$ cat config.mk
export PLATFORM = sky130hd
export DESIGN_NAME = load_store_unit
export DESIGN_NICKNAME = d
export VERILOG_FILES = /design/src/rtl/load_store_unit.sv
export SDC_FILE = /design/constraint.sdc
export NUM_CORES = 1
export LEC_CHECK = 0
export ABC_AREA = 1
export BUFFER_PORTS_ARGS = -buffer_cell sky130_fd_sc_hd__buf_2
export CORE_AREA = 2 2 85 168
export DETAILED_ROUTE_END_ITERATION = 8
export DIE_AREA = 0 0 87 170
export HOLD_SLACK_MARGIN = 0.03
export PLACE_DENSITY = 0.76
export SLEW_MARGIN = 20
export SYNTH_ARGS = -nofsm -noshare
export SYNTH_HDL_FRONTEND = slang
export SYNTH_SLANG_ARGS = --single-unit
$ cat constraint.sdc
create_clock -name clk_i -period 1.6 [get_ports clk_i]
set_input_delay 0.16 -clock clk_i [delete_from_list [all_inputs] [get_ports clk_i]]
set_output_delay 0.16 -clock clk_i [all_outputs]
set_load 0.02 [all_outputs]
$ cat src/rtl/load_store_unit.sv
// Load/store unit: single-outstanding data-memory initiator for the multicycle core.
// IDLE -> ISSUE -> WAIT -> RESP FSM on a req/gnt/rvalid port, with byte-lane steering
// for stores and extraction plus sign/zero extension for loads.
// Optional feature: define MISALIGN_TRAP_EN to reject misaligned half/word accesses
// with an error response and no memory access.
module load_store_unit #(
  parameter int TIMEOUT = 64
) (
  input  logic        clk_i,
  input  logic        rst_ni,
  input  logic        req_valid_i,
  output logic        req_ready_o,
  input  logic        req_we_i,
  input  logic [2:0]  req_funct3_i,
  input  logic [31:0] req_addr_i,
  input  logic [31:0] req_wdata_i,
  output logic        rsp_valid_o,
  output logic [31:0] rsp_rdata_o,
  output logic        rsp_err_o,
  output logic        mem_req_o,
  output logic        mem_we_o,
  output logic [3:0]  mem_be_o,
  output logic [31:0] mem_addr_o,
  output logic [31:0] mem_wdata_o,
  input  logic        mem_gnt_i,
  input  logic        mem_rvalid_i,
  input  logic [31:0] mem_rdata_i
);

  // RV32I load/store funct3 encodings
  localparam logic [2:0] F3_B  = 3'b000;
  localparam logic [2:0] F3_H  = 3'b001;
  localparam logic [2:0] F3_W  = 3'b010;
  localparam logic [2:0] F3_BU = 3'b100;
  localparam logic [2:0] F3_HU = 3'b101;

  // counter just wide enough to hold TIMEOUT
  localparam int          CW     = (TIMEOUT > 0) ? $clog2(TIMEOUT + 1) : 1;
  localparam logic [CW-1:0] TO_VAL = CW'(TIMEOUT);

  typedef enum logic [1:0] {IDLE, ISSUE, WAIT, RESP} state_t;

  state_t        state, state_d;
  logic          op_we;
  logic [2:0]    op_f3;
  logic [31:0]   op_addr;
  logic [31:0]   op_wdata;
  logic [31:0]   rsp_data;
  logic          rsp_err;
  logic [CW-1:0] cnt;

  logic          f3_ok, misalign, reject, timeout;
  logic [3:0]    be;
  logic [31:0]   wdata_rep;
  logic [31:0]   load_ext;
  logic [7:0]    ld_byte;
  logic [15:0]   ld_half;

  // request screening on the incoming (not yet latched) request
  assign f3_ok = req_we_i ? (req_funct3_i <= F3_W)
                          : (req_funct3_i inside {F3_B, F3_H, F3_W, F3_BU, F3_HU});
`ifdef MISALIGN_TRAP_EN
  assign misalign = ((req_funct3_i[1:0] == 2'b01) && req_addr_i[0]) ||
                    ((req_funct3_i[1:0] == 2'b10) && (req_addr_i[1:0] != 2'b00));
`else
  assign misalign = 1'b0;
`endif
  assign reject  = !f3_ok || misalign;

  // timeout fires on the TIMEOUT-th WAIT cycle; rvalid in the same cycle wins
  assign timeout = (TIMEOUT != 0) && (cnt == TO_VAL);

  // store lane steering and load extraction from the latched op
  always_comb begin
    be        = 4'b1111;
    wdata_rep = op_wdata;
    if (op_we) begin
      case (op_f3[1:0])
        2'b00:   begin be = 4'b0001 << op_addr[1:0];         wdata_rep = {4{op_wdata[7:0]}};  end
        2'b01:   begin be = 4'b0011 << {op_addr[1], 1'b0};   wdata_rep = {2{op_wdata[15:0]}}; end
        default: begin be = 4'b1111;                         wdata_rep = op_wdata;            end
      endcase
    end
    ld_byte = 8'(mem_rdata_i >> {op_addr[1:0], 3'b000});
    ld_half = op_addr[1] ? mem_rdata_i[31:16] : mem_rdata_i[15:0];
    case (op_f3)
      F3_B:    load_ext = {{24{ld_byte[7]}}, ld_byte};
      F3_BU:   load_ext = {24'd0, ld_byte};
      F3_H:    load_ext = {{16{ld_half[15]}}, ld_half};
      F3_HU:   load_ext = {16'd0, ld_half};
      default: load_ext = mem_rdata_i;
    endcase
  end

  // state register
  always_ff @(posedge clk_i or negedge rst_ni) begin
    if (!rst_ni) state <= IDLE;
    else         state <= state_d;
  end

  // next state and outputs; memory-side signals are only driven while in ISSUE
  always_comb begin
    state_d     = state;
    req_ready_o = 1'b0;
    rsp_valid_o = 1'b0;
    rsp_rdata_o = '0;
    rsp_err_o   = 1'b0;
    mem_req_o   = 1'b0;
    mem_we_o    = 1'b0;
    mem_be_o    = '0;
    mem_addr_o  = '0;
    mem_wdata_o = '0;
    case (state)
      IDLE: begin
        req_ready_o = 1'b1;
        if (req_valid_i) state_d = reject ? RESP : ISSUE;
      end
      ISSUE: begin
        mem_req_o   = 1'b1;
        mem_we_o    = op_we;
        mem_be_o    = be;
        mem_addr_o  = {op_addr[31:2], 2'b00};
        mem_wdata_o = wdata_rep;
        if (mem_gnt_i) state_d = WAIT;
      end
      WAIT: begin
        if (mem_rvalid_i || timeout) state_d = RESP;
      end
      RESP: begin
        rsp_valid_o = 1'b1;
        rsp_rdata_o = rsp_data;
        rsp_err_o   = rsp_err;
        state_d     = IDLE;
      end
      default: state_d = IDLE;
    endcase
  end

  // op latch, watchdog counter and response capture
  always_ff @(posedge clk_i or negedge rst_ni) begin
    if (!rst_ni) begin
      op_we    <= 1'b0;
      op_f3    <= '0;
      op_addr  <= '0;
      op_wdata <= '0;
      rsp_data <= '0;
      rsp_err  <= 1'b0;
      cnt      <= '0;
    end else begin
      case (state)
        IDLE: if (req_valid_i) begin
          op_we    <= req_we_i;
          op_f3    <= req_funct3_i;
          op_addr  <= req_addr_i;
          op_wdata <= req_wdata_i;
          rsp_data <= '0;
          rsp_err  <= reject;
          cnt      <= '0;
        end
        ISSUE: if (mem_gnt_i) cnt <= CW'(1);
        WAIT: begin
          cnt <= cnt + 1'b1;
          if (mem_rvalid_i)  rsp_data <= op_we ? '0 : load_ext;
          else if (timeout)  rsp_err  <= 1'b1;
        end
        default: ;
      endcase
    end
  end

endmodule

# After elaboration in Yosys (flattened, before gate mapping)
# Index checks and enable logic that the tools add are counted.
# word_totals
reg_bits	110
inputBits	105
out_inout_bits	105
wordCells	77
# classes
addsub	1
magnitude_cmp	1
eq_ne	18
shifts	3
mux	32
n_reduce_logical	14
# op_table
cell	n
two-way mux 32 bit	7
one-hot mux 32 bit (2 select lines)	2
one-hot mux 32 bit (4 select lines)	1
>> shifter 32 x 5 -> 8 bit	1
one-hot mux 7 bit (3 select lines)	1
two-way mux 16 bit	1
two-way mux 7 bit	2
equality test 3 bit (second input constant)	4
inequality test 2 bit (second input constant)	6
two-way mux 1 bit	9
AND reduction 3 bit	3
two-way mux 2 bit	4
two-way mux 4 bit	2
one-hot mux 2 bit (4 select lines)	1
one-hot mux 4 bit (2 select lines)	1
adder 7 x 1 -> 7 bit (second input constant)	1
equality test 7 bit (second input constant)	1
equality test 3 x 1 -> 1 bit (second input constant)	2
zero test 3 bit	2
nonzero test 5 bit	1
equality test 2 x 1 -> 1 bit (second input constant)	2
equality test 2 bit (second input constant)	2
zero test 2 bit	2
AND reduction 4 bit	1
other kinds (10)	10

# Depth between registers and ports, before layout
# logic_depth
ltp_word	6
ltp_mapped	10
mapped_depth_nobuf	10

# Least setup slack after synthesis
# OpenSTA, ideal clock, no wires.
# synth_timing
path_kind	reg2out
startpoint	reg state[1]
endpoint	out mem_wdata_o[22]
arrival_ns	1.753
t_required_ns	1.440
slack_ns	-0.313
stages_incl_launch_ff	7
n_path_buf	2
cell_sequence	dfrtp_1 -> inv_1 -> ha_1 -> clkbuf_1 -> clkbuf_1 -> o21ai_0 -> nor2_1
# synth_between
elab_chain_len	2
# synth_lines
item	line	source
start, declared	43	state_t state, state_d;
start signal, assigned	98	else state <= state_d;
equality test 2 x 1 -> 1 bit	113	case (state)
two-way mux 32 bit	113	
end, declared	24	output logic [31:0] mem_wdata_o,
# No other way between the ends.

# Worst setup path in the final report
# layout_timing
startpoint	reg op_f3[1]
endpoint	out mem_wdata_o[25]
# layout_between
elab_chain_len	4
word_cells_on_any_way	5
classes_between	eq/ne: 1; mux: 3; reduce/logical: 1
# layout_lines
item	line	source
start, declared	45	logic [2:0] op_f3;
start signal, assigned	153	op_f3 <= req_funct3_i;
equality test 2 x 1 -> 1 bit / zero test 2 bit (equally long branches)	78	case (op_f3[1:0])
one-hot mux 32 bit (2 select lines) (*)	78	
two-way mux 32 bit (*)	77	if (op_we) begin
two-way mux 32 bit (*)	113	
# Mark *: on every way between the ends. The rest lies on a longest branch, timed or not.

==> results_dict.tcl <==
set metrics [dict create \
    status "complete, but fails checks" \
    violations "negative setup slack" \
    cp-start-kind "flop" \
    reg2reg_to "op_wdata[5]$_DFFE_PN0P_" \
    grt_first_pass_wirelength_mm 32.1 \
    die_w_um 87 \
    period_share 1.15 \
    yosys.area.top_type_share 0.450 \
    drtIter0Drc 319 \
    critPathSlowestCell "dfrtp_1" \
    grt.total_usage 0.283 \
    p_seq_frac 0.256 \
    cts_made_buffers 9 \
    pwr-share-comb 0.625 \
    ys.flop_type "dfrtp_1" \
    hp-class "input pin to flop" \
    routed_wl_mm 22.3 \
    intPower_mw 10.5 \
    via_per_inst 5.28 \
    reg2reg_depth 6 \
    dpl_cell_area_um2 7800 \
    arrival_ns 1.68 \
    synth_edf_count 0 \
    hp-start "req_addr_i[6]" \
    worst_hold_path.endpoint "op_addr[6]$_DFFE_PN0P_" \
    antenna_found_initial 0 \
    syn_area_per_cell_um2 7.64 \
    powerDensity_nw_per_um2 1880 \
    clk_pin_slew_ns 0.08 \
    drive_gt1_frac 0.499 \
    finalPower_mw 18.9 \
    std_cell_rows 60 \
    cts_root_buffer "clkbuf_16" \
    dp_hpwl_mm 14.3 \
    synth_warnings 0 \
    crit_buf_inv 3 \
    netlist_area_um2 6110 \
    slew_violations 0 \
    whs_path_depth 2 \
    dieArea_um2 14800 \
    worst_clock_skew_ns 0.00987 \
    r2r-start "state[0]$_DFFE_PN0P_" \
    final_cell_area_um2 10100 \
    cts_sinks 110 \
    cts_htree_levels 3 \
    cp_top_family "buffers and inverters" \
    antenna_cells 0 \
    max_stage_delay_ns 0.43 \
    synth_top_cell_by_area "dfrtp_1" \
    cp_common_cell "buf_6" \
    netlist-cell-type-count 28 \
    clk_latency_ns 0.36 \
    min_period_ns 1.84 \
    tritoncts "yes" \
    die_h_um 170 \
    max_freq_mhz 544 \
    synth_seq_cells 110 \
    grt.overflow.total 0 \
    synth_common_cells "nand2_1 (253), dfrtp_1 (110), inv_1 (109)" \
    clockBufferDepth 2 \
    synth.most_common_cell "nand2_1" \
    grt_pass1_vias 6635 \
    cp-end-kind "primary output" \
    synthArstFlopShare 1.00 \
    route.detailed.drc 0 \
    nNetsFinal 1195 \
    initial_core_util 0.455 \
    hold_viol 0 \
    p_sw_frac 0.444 \
    grt_max_degree 53 \
    path_depth 6 \
    clockPowerShare 0.119 \
    cp_cell_sequence "nor2_4 -> buf_12 -> buf_6 -> o21ai_0 -> o21ai_2 -> buf_6" \
    io_pins 210 \
    synth_area_leaders "dfrtp_1 (45%), nand2_1 (16%), mux2_2 (11%), inv_1 (6.7%), nor2_1 (5.7%)" \
    p_sw_mw 8.41 \
    crit_path_max_fanout 7 \
    vias 6564 \
    ir_drop_v 0.00127 \
    dr.pass1.iters 5 \
    gp_congestion 0.967 \
    io_buffer_count 207 \
    core_region_area_um2 13400 \
    maxCapViolations 0 \
    cp.required_ns 1.44 \
    ys_seq_area_frac 0.450 \
    area_growth_pct 64.8 \
    wl_per_cell_um 18.0 \
    syn_inst 800 \
    setup_ws_ns -0.238 \
    power.leakage_nw 5.77 \
    reg2reg_slack_ns -0.18 \
    fill_cells 912 \
    rsz0062_at_grt "true" \
    crit_type "flop to primary output" \
    pre_cts_ws_ns -0.0472 \
    setup_viol 199 \
    ant_nets 0 \
]
-- power groups by stage --
stage,sequential (mW),combinational (mW),clock [mW]
6_report,4.85,11.8,2.25
5_1_grt,4.97,12.6,2.39
4_1_cts,4.65,10.6,2.27
3_5_place_dp,4.61,8.21,0
3_3_place_gp,4.56,8.09,0
2_1_floorplan,4.41,5.44,0
-- repair_timing --
| item | 4_1_cts | 5_1_grt |
|---|---|---|
| endpoints found under the setup margin | 129 | 212 |
| setup buffers | 8 | 12 |
| cloned | 10 | 4 |
| gates resized for setup | 285 | 158 |
| endpoints found under the hold margin | 46 | 1 |
| pin swaps | 11 | 13 |
| hold buffers | 20 | 1 |
-- cell usage in the layout (no fill, tap or decap), types with 4 or more instances in the layout --
master / netlist / routed
nand3_1: 35 / 29
mux2_2: 61 / 61
a21oi_4: 0 / 8
dfrtp_1: 110 / 110
o21ai_2: 1 / 8
clkbuf_16: 0 / 13
nor2_2: 0 / 6
nand2_1: 253 / 192
nand2_4: 0 / 46
buf_6: 1 / 103
o21ai_1: 5 / 8
o21ai_4: 0 / 4
nand3_2: 0 / 5
buf_4: 4 / 56
nor2_1: 93 / 85
nand2_2: 4 / 16
o21ai_0: 40 / 26
buf_12: 0 / 12
buf_2: 19 / 105
inv_1: 109 / 45
buf_16: 0 / 4
a21oi_1: 22 / 13
inv_2: 4 / 65
dlygate4sd3_1: 0 / 21
-- per-stage QoR --
step / util / hold slack (ns) / setup TNS (ns) / cells
floorplan: - / -0.136 / -1.60 / 801
global placement: 0.581 / 0.121 / -0.0630 / 1177
detailed placement: 0.581 / 0.123 / -0.0538 / 1177
CTS: 0.704 / 0.0300 / -19.41 / 1229
global route: 0.749 / 0.0312 / -36.40 / 1243
finish: 0.749 / 0.0314 / -23.87 / 1243
-- worst max path at each step --
stage / slack, ns / endpoint / startpoint
final: -0.24 / mem_wdata_o[25] / op_f3[1]$_DFFE_PN0P_
after global routing: -0.29 / mem_wdata_o[31] / op_f3[1]$_DFFE_PN0P_
after CTS: -0.20 / mem_wdata_o[17] / op_f3[1]$_DFFE_PN0P_
after detailed placement: -0.05 / rsp_data[0]$_DFFE_PN0P_ / op_f3[0]$_DFFE_PN0P_
after global placement: -0.06 / rsp_data[0]$_DFFE_PN0P_ / op_f3[0]$_DFFE_PN0P_
after floorplan: -0.05 / op_addr[10]$_DFFE_PN0P_ / state[0]$_DFFE_PN0P_
-- kinds of logic after synthesis --
| kind of cell | after synthesis | share of synthesized area |
|---|---|---|
| AND/OR/NAND/NOR | 395 | 0.259 |
| buffers and inverters | 152 | 0.101 |
| flip-flops | 110 | 0.450 |
| AO/OA/AOI/OAI | 75 | 0.0643 |
| multiplexers | 61 | 0.112 |
| adder cells (fa/ha/maj) | 6 | 0.0123 |
| other | 1 | 0.000614 |
-- area by class of cell --
class                           count  area (um^2)  share of cell area
Sequential cell                   110         2750               0.273
Clock inverter                      6         67.6             0.00671
Timing Repair Buffer              311         2910               0.289
Tap cell                          155          194              0.0193
Clock buffer                        9          225              0.0224
Inverter                          113          433              0.0430
Multi-Input combinational cell    539         3490               0.346
-- worst reg2reg max path: stages (launching register included) --
cell and delay (ns):
dfrtp_1 0.43, inv_1 0.11, ha_4 0.19, buf_4 0.16, nand2_8 0.12, bufbuf_16 0.30
mux2_2 0.35
-- metal layers --
| layer | track usage | part of all wire | vias up |
|---|---|---|---|
| li1 | - | - | 3041 |
| met2 | 0.541 | 0.57 | 264 |
| met1 | 0.259 | 0.31 | 3169 |
| met4 | 0.186 | 0.066 | 0 |
| met5 | 0 | 0 | - |
| met3 | 0.0495 | 0.049 | 90 |
-- flip-flops by register name, summed over array words and instances (netlist names) --
name / cells
op_f3: 3
cnt: 7
rsp_data: 32
op_addr: 32
state: 2
op_we: 1
op_wdata: 32
rsp_err: 1
Note: power is estimated with default switching activity, not from simulation.
